**config.mk**
```make
export PLATFORM = sky130hd
export DESIGN_NAME = counter_sequencer
export DESIGN_NICKNAME = d
export VERILOG_FILES = /design/src/rtl/counter_sequencer.sv
export SDC_FILE = /design/constraint.sdc
export NUM_CORES = 1
export LEC_CHECK = 0
export BUFFER_PORTS_ARGS = -buffer_cell sky130_fd_sc_hd__buf_2
export CAP_MARGIN = 20
export CORE_MARGIN = 1
export CORE_UTILIZATION = 55
export CTS_CLUSTER_DIAMETER = 60
export DETAILED_ROUTE_END_ITERATION = 6
export GPL_TIMING_DRIVEN = 0
export PLACE_DENSITY = 0.8
export SYNTH_ARGS = -nofsm -noshare
export SYNTH_HDL_FRONTEND = slang
export SYNTH_SLANG_ARGS = --single-unit
```
**constraint.sdc**
```tcl
create_clock -name clk_i -period 3.15 [get_ports clk_i]
set_input_delay 0.4725 -clock clk_i [delete_from_list [all_inputs] [get_ports clk_i]]
set_output_delay 0.4725 -clock clk_i [all_outputs]
set_load 0.02 [all_outputs]
```
**src/rtl/counter_sequencer.sv**
```systemverilog
// Up/down count sequencer: one-shot up/down, auto-reload and ping-pong modes.
// Owns the count register; a start latches mode and limit for the whole run.
//
// state | meaning
// IDLE  | waiting for start, count holds last value
// RUN   | stepping the count, endpoint action applied per latched mode
// DONE  | one-cycle completion of a one-shot run (done_o high)
module counter_sequencer #(
  parameter int WIDTH = 8
) (
  input  logic             clk_i,
  input  logic             reset_ni,
  input  logic             start_i,
  input  logic             stop_i,
  input  logic [1:0]       mode_i,
  input  logic [WIDTH-1:0] limit_i,
  output logic [WIDTH-1:0] count_o,
  output logic             up_down_o,
  output logic             busy_o,
  output logic             done_o,
  output logic             wrap_o
);

  typedef enum logic [1:0] {
    ST_IDLE = 2'd0,
    ST_RUN  = 2'd1,
    ST_DONE = 2'd2
  } state_t;

  localparam logic [1:0] MODE_UP     = 2'b00;
  localparam logic [1:0] MODE_DOWN   = 2'b01;
  localparam logic [1:0] MODE_RELOAD = 2'b10;
  localparam logic [1:0] MODE_PING   = 2'b11;

  state_t           state_q, state_d;
  logic [WIDTH-1:0] count_q, count_d;
  logic [WIDTH-1:0] limit_q, limit_d;
  logic [1:0]       mode_q, mode_d;
  logic             up_down_q, up_down_d;
  logic             wrap_q, wrap_d;
  logic             start_ok;
  logic             at_end;

  assign start_ok = start_i && !stop_i;
  assign at_end   = up_down_q ? (count_q == limit_q) : (count_q == '0);

  always_ff @(posedge clk_i or negedge reset_ni) begin
    if (!reset_ni) begin
      state_q   <= ST_IDLE;
      count_q   <= '0;
      limit_q   <= '0;
      mode_q    <= 2'b00;
      up_down_q <= 1'b1;
      wrap_q    <= 1'b0;
    end else begin
      state_q   <= state_d;
      count_q   <= count_d;
      limit_q   <= limit_d;
      mode_q    <= mode_d;
      up_down_q <= up_down_d;
      wrap_q    <= wrap_d;
    end
  end

  always_comb begin
    state_d = state_q;
    case (state_q)
      ST_IDLE: if (start_ok) state_d = ST_RUN;
      ST_RUN: begin
        if (stop_i) begin
          state_d = ST_IDLE;
        end else if (at_end && (mode_q == MODE_UP || mode_q == MODE_DOWN)) begin
          state_d = ST_DONE;
        end
      end
      ST_DONE: state_d = ST_IDLE;
      default: state_d = ST_IDLE;
    endcase
  end

  always_comb begin
    count_d   = count_q;
    limit_d   = limit_q;
    mode_d    = mode_q;
    up_down_d = up_down_q;
    wrap_d    = 1'b0;
    case (state_q)
      ST_IDLE: begin
        if (start_ok) begin
          mode_d    = mode_i;
          limit_d   = limit_i;
          count_d   = (mode_i == MODE_DOWN) ? limit_i : '0;
          up_down_d = (mode_i != MODE_DOWN);
        end
      end
      ST_RUN: begin
        if (stop_i) begin
          count_d = count_q;
        end else if (at_end) begin
          case (mode_q)
            MODE_RELOAD: begin
              count_d = '0;
              wrap_d  = 1'b1;
            end
            MODE_PING: begin
              wrap_d = 1'b1;
              // A zero limit has no room to reverse: stay at 0, keep direction.
              if (limit_q != '0) begin
                if (up_down_q) begin
                  count_d   = limit_q - WIDTH'(1);
                  up_down_d = 1'b0;
                end else begin
                  count_d   = WIDTH'(1);
                  up_down_d = 1'b1;
                end
              end
            end
            default: count_d = count_q;
          endcase
        end else begin
          count_d = up_down_q ? count_q + WIDTH'(1) : count_q - WIDTH'(1);
        end
      end
      default: count_d = count_q;
    endcase
  end

  assign count_o   = count_q;
  assign up_down_o = up_down_q;
  assign wrap_o    = wrap_q;
  assign busy_o    = (state_q != ST_IDLE);
  assign done_o    = (state_q == ST_DONE);

endmodule

```
==> results of run 1 <==
worst max-delay path, stage by stage (launching register included):
cell      delay (ns)
dfstp_2         0.54
clkbuf_2        0.19
inv_1           0.19
nor4_1          0.30
nor4bb_1        0.73
nor2_2          0.24
o41a_1          0.48
a21oi_1         0.19
state kept, by name, summed over array words and instances, names as in the netlist:
register / cells
count_o: 8
mode_q: 2
limit_q: 8
up_down_o: 1
wrap_o: 1
state_q: 2
cell families after synthesis:
family	after synthesis	synth area share [%]
buf+inv	14	3.61
fa+ha+maj	9	7.06
simple gates	62	21.0
xor+xnor	17	8.76
flops	22	32.5
mux	16	10.1
compound gates	39	17.0
power by group:
group	total [mW]	switching [mW]	internal (mW)	leakage [nW]
clock	0.155	0.0847	0.0705	0.0210
combinational	0.914	0.498	0.415	0.594
sequential	0.522	0.152	0.370	0.274
total	1.59	0.735	0.856	0.888
cells in the mapped netlist (2+ instances only):
cell type,number,area (sq um)
dfrtp_1,21,526
nand2_1,15,56.3
nor2_1,11,41.3
inv_1,10,37.5
xnor2_1,10,87.6
mux2_2,9,101
o21ai_0,9,45.0
ha_1,8,100
mux2i_1,7,70.1
xor2_1,7,61.3
a21oi_1,6,30.0
nor3_1,4,20.0
o221ai_1,4,35.0
and2_1,3,18.8
nand3_1,3,15.0
nor4_1,3,18.8
a211oi_1,2,15.0
a21o_1,2,15.0
a2bb2oi_1,2,17.5
a31oi_1,2,12.5
and3_1,2,12.5
clkbuf_1,2,7.51
nand2b_1,2,12.5
nor2b_1,2,12.5
nor3b_1,2,15.0
o21ai_4,2,32.5
or3_1,2,12.5
or4_1,2,15.0
final cells by class:
type	instances	share of cell area (%)
flip-flops and latches	22	29.0
well taps	31	2.04
repair buffers	25	6.58
inverters	10	1.97
clock buffers	4	1.91
plain buffers	4	1.25
multi-input cells	143	57.2
layer usage:
metal / vias up / GRT usage, % / routed length, um
met5: - / 0 / 0
met4: 0 / 10.1 / 85
met3: 10 / 4.08 / 221
met2: 55 / 46.8 / 1900
met1: 724 / 37.7 / 1800
li1: 718 / - / -
how the worst min path moves through the flow:
stage	depth (start not counted)	endpoint	slack, ns
floorplan	0	count_o[0]	0.18
global placement	1	limit_q[7]	0.45
detailed placement	1	mode_q[0]	0.46
CTS	1	mode_q[0]	0.12
global route	1	mode_q[0]	0.14
finish	1	limit_q[7]	0.10
per-stage QoR:
step	area (sq um)	utilization [%]	std cells	worst slack, ns
final	1900	66.6	239	0.200
after global routing	1900	66.6	239	0.0306
after CTS	1900	66.6	239	0.251
after detailed placement	1860	65.4	235	0.286
after global placement	1860	65.4	235	0.314
after floorplan	1700	-	179	0.637
==> run metrics, run 1 <==
synthesized area 1700 sq um; Mean Syn Cell Area 9.50 sq um; CP arrival 3.18 ns; cell count after synthesis 179; WL final 4.01 mm; Die Y 57.6 um; TritonCTS clock tree yes; Starting Density 59.6%; Post-CTS Resized 0; power per cell area 837 nW/um^2; Fin Setup TNS 0 ns; post-route ant nets 0; fin nets 232; Avg WL per Cell 16.8 um; Clock transition at path regs 0.13 ns; post-synthesis cell type count 53; Crit. End Element flip-flop; Storage cell area 552 sq um; core area 2850 sq um; syn nets 202; Reg2Reg Launch Point up_down_o; Remaining DRCs 1; num rows 19; Worst setup SP type flip-flop; I/O Buffers 25; Req. time, crit path 3.38 ns; register area share after synthesis 32.5%; Max Buffers Root-to-Sink 2; Final Total Pwr 1.59 mW; final hold vios 0; io pins 26; R2R Path End up_down_o; Max-Cap Viols 0; vias in the first global route 1,485; Relative slew margins 40.9%; Critical Path Source up_down_o; Routability Congestion 0.930; H-tree Lvls 1; CTS Sinks 22; clock root cell clkbuf_4; commonest non-fill, non-tap cells in the layout 25 x buf_2, 21 x dfrtp_1, 15 x nand2_1; later-pin clock latency in the skew report 0.31 ns; Max IR drop VDD 413 uV; number of synthesized flops with an enable pin 0; total CTS buffers 3; FF-to-FF setup slack 0.20 ns; most common flop cell mapped by yosys dfrtp_1; DR vias 1,507; die width 57.6 um; initial DRC count 67; Post-CTS Setup Repair Bufs 0; slew of the pin with the lowest slew margin 0.875 ns; fill count 249; die footprint 3320 sq um; failing checks DRC; skew final 0.0108 ns; leading cell type in the layout, fill and taps excluded buf_2; area grow syn2layout 11.8%; dpl hpwl 3.18 mm; crit-path max FO 8; GRT Residual Overflow 0; layout cells sized above 1 24.5%; Leakage 0.888 nW; critical path endpoint up_down_o; largest net degree at the start of global routing 23; Setup CP Type reg -> reg; first-pass GRT wire length 7.03 mm; asr flop ratio synth 100%; Setup Viol. Count Final 0; post-layout min period 2.95 ns; final period utilization 93.6%; run status finished, violations left; hold slack final 0.105 ns; Total GRT Usage 28.2%; max-slew violations 0; Yosys reg bits 22; Multi-input gate area 1090 sq um; vias per inst 6.31; Pre-antenna DRT Iters 7; Min-Delay Path Class in -> async; ANT cells 0; f_max 339 MHz; Syn. warnings 0; RSZ-0062 raised after global routing false; R2R cell count 7; initial antenna violation count 0; cts hold-fix bufs 0
No activity file was read; power rests on OpenSTA's default activity.
==> run 2: changes to the inputs <==
MAX_ROUTING_LAYER = met4   (was not set)
==> run metrics, run 2 (same netlist as run 1, synthesis figures left out) <==
Pre-antenna DRT Iters 6 (-1); FF-to-FF setup slack 0.27 ns (+0.07 ns); Req. time, crit path 3.39 ns (about the same); Leakage 0.888 nW (unchanged); Crit. End Element flip-flop; later-pin clock latency in the skew report 0.31 ns (about the same); Starting Density 59.6% (unchanged); non-filler cells, final 239 (unchanged); Routability Congestion 0.949 (+2.1%); Cells after DPL 235 (unchanged); largest net degree at the start of global routing 23 (unchanged); clock network power share 9.8% (about the same); Sequential Power Share 32.9% (about the same); RSZ-0062 raised after global routing false; core area 2850 sq um (unchanged); Min-Delay Path Class in -> async; ANT cells 0 (unchanged); vias per inst 6.27 (-0.60%); slew of the pin with the lowest slew margin 0.801 ns (-0.0743 ns); Relative slew margins 45.9% (+5.0 points); total CTS buffers 3 (unchanged); R2R cell count 7 (unchanged); power per cell area 843 nW/um^2 (+0.73%); Post-CTS Setup Repair Bufs 0 (unchanged); Die Y 57.6 um (unchanged); cts hold-fix bufs 0 (unchanged); final instance area 1900 sq um (unchanged); Fin Setup TNS 0 ns (unchanged); Avg WL per Cell 17.8 um (+6.3%); DR vias 1,498 (-0.60%); P_sw 0.744 mW (+1.3%); die footprint 3320 sq um (unchanged); fill count 247 (-0.80%); post-route ant nets 0 (unchanged); GRT Residual Overflow 0 (unchanged); CP arrival 3.12 ns (-0.06 ns); commonest non-fill, non-tap cells in the layout 25 x buf_2, 21 x dfrtp_1, 15 x nand2_1; R2R Path End up_down_o; Final Total Pwr 1.60 mW (+0.73%); I/O Buffers 25 (unchanged); CTS Sinks 22 (unchanged); area grow syn2layout 11.8% (unchanged); final period utilization 91.5% (-2.2 points); dpl hpwl 3.33 mm (+4.6%); Remaining DRCs 1 (unchanged); Reg2Reg Launch Point up_down_o; Max Buffers Root-to-Sink 2 (unchanged); WL final 4.26 mm (+6.3%); TritonCTS clock tree yes; Max IR drop VDD 408 uV (-1.4%); first-pass GRT wire length 7.32 mm (+4.1%); Clock transition at path regs 0.12 ns (about the same); Setup CP Type reg -> reg; initial DRC count 113 (+69%); Setup Viol. Count Final 0 (unchanged); run status finished, violations left; f_max 347 MHz (+2.4%); Max-Cap Viols 0 (unchanged); hold slack final 0.114 ns (+0.00946 ns); Logic pwr share 57.3% (about the same); die width 57.6 um (unchanged); final hold vios 0 (unchanged); initial antenna violation count 0 (unchanged); H-tree Lvls 1 (unchanged); switching part of the total 46.4% (+0.25 points); Post-Place Cell Area 1860 sq um (unchanged); skew final 0.00442 ns (-0.00641 ns); failing checks DRC; leading cell type in the layout, fill and taps excluded buf_2; Post-CTS Resized 0 (unchanged); Worst setup SP type flip-flop; clock root cell clkbuf_4; io pins 26 (unchanged); Pint 0.859 mW (+0.27%); max-slew violations 0 (unchanged); layout cells sized above 1 24.5% (unchanged); vias in the first global route 1,546 (+4.1%); crit-path max FO 8 (unchanged); Total GRT Usage 30.0% (+1.8 points); num rows 19 (unchanged); fin nets 232 (unchanged); post-layout min period 2.88 ns (-0.0678 ns)
-- run 2: cell counts in the layout (fill, tap and decap cells not counted) --
Identical to the previous run, type by type.
-- run 2: power groups by stage --
stage               Combinational, mW  Clock, mW  Sequential [mW]
finish                          0.918      0.157            0.527
global placement                0.873          0            0.525
floorplan                       0.634          0            0.549
CTS                             0.915      0.160            0.525
detailed placement              0.908          0            0.531
global route                     1.02      0.166            0.545
-- run 2: cell type report --
class	count	area, sq um	share of cell area, %
timing repair buffer	25	125	6.58
multi-input combinational	143	1090	57.2
tap	31	38.8	2.04
clock buffer	4	36.3	1.91
sequential	22	552	29.0
buffer	4	23.8	1.25
inverter	10	37.5	1.97
-- run 2: critical path, stage by stage (launching register included) --
cell	delay, ns
dfstp_2	0.55
clkbuf_2	0.21
inv_1	0.20
nor4_1	0.30
nor4bb_1	0.68
nor2_2	0.24
o41a_1	0.47
a21oi_1	0.17
-- run 2: metrics by stage --
step / setup WS [ns] / utilization, %
6_report: 0.268 / 66.6
3_5_place_dp: 0.337 / 65.4
4_1_cts: 0.316 / 66.6
3_3_place_gp: 0.279 / 65.4
2_1_floorplan: 0.637 / -
5_1_grt: 0.101 / 66.6
-- run 2: how the worst max path moves through the flow --
stage	slack (ns)	end	depth (start not counted)	start
after global routing	0.10	up_down_o	7	up_down_o
final	0.27	up_down_o	7	up_down_o
after CTS	0.32	up_down_o	7	up_down_o
after global placement	0.28	up_down_o	7	up_down_o
after detailed placement	0.34	up_down_o	7	up_down_o
after floorplan	0.64	count_o[3]	8	up_down_o
-- run 2: metal layers --
layer | global-route usage, % | wire, um | share of wire, % | vias up
met4 | 11.8 | 102 | 2.4 | 0
li1 | - | - | - | 717
met2 | 45.8 | 2010 | 47 | 61
met3 | 5.44 | 276 | 6.5 | 14
met1 | 39.6 | 1880 | 44 | 706
met5 | - | 0 | 0 | -
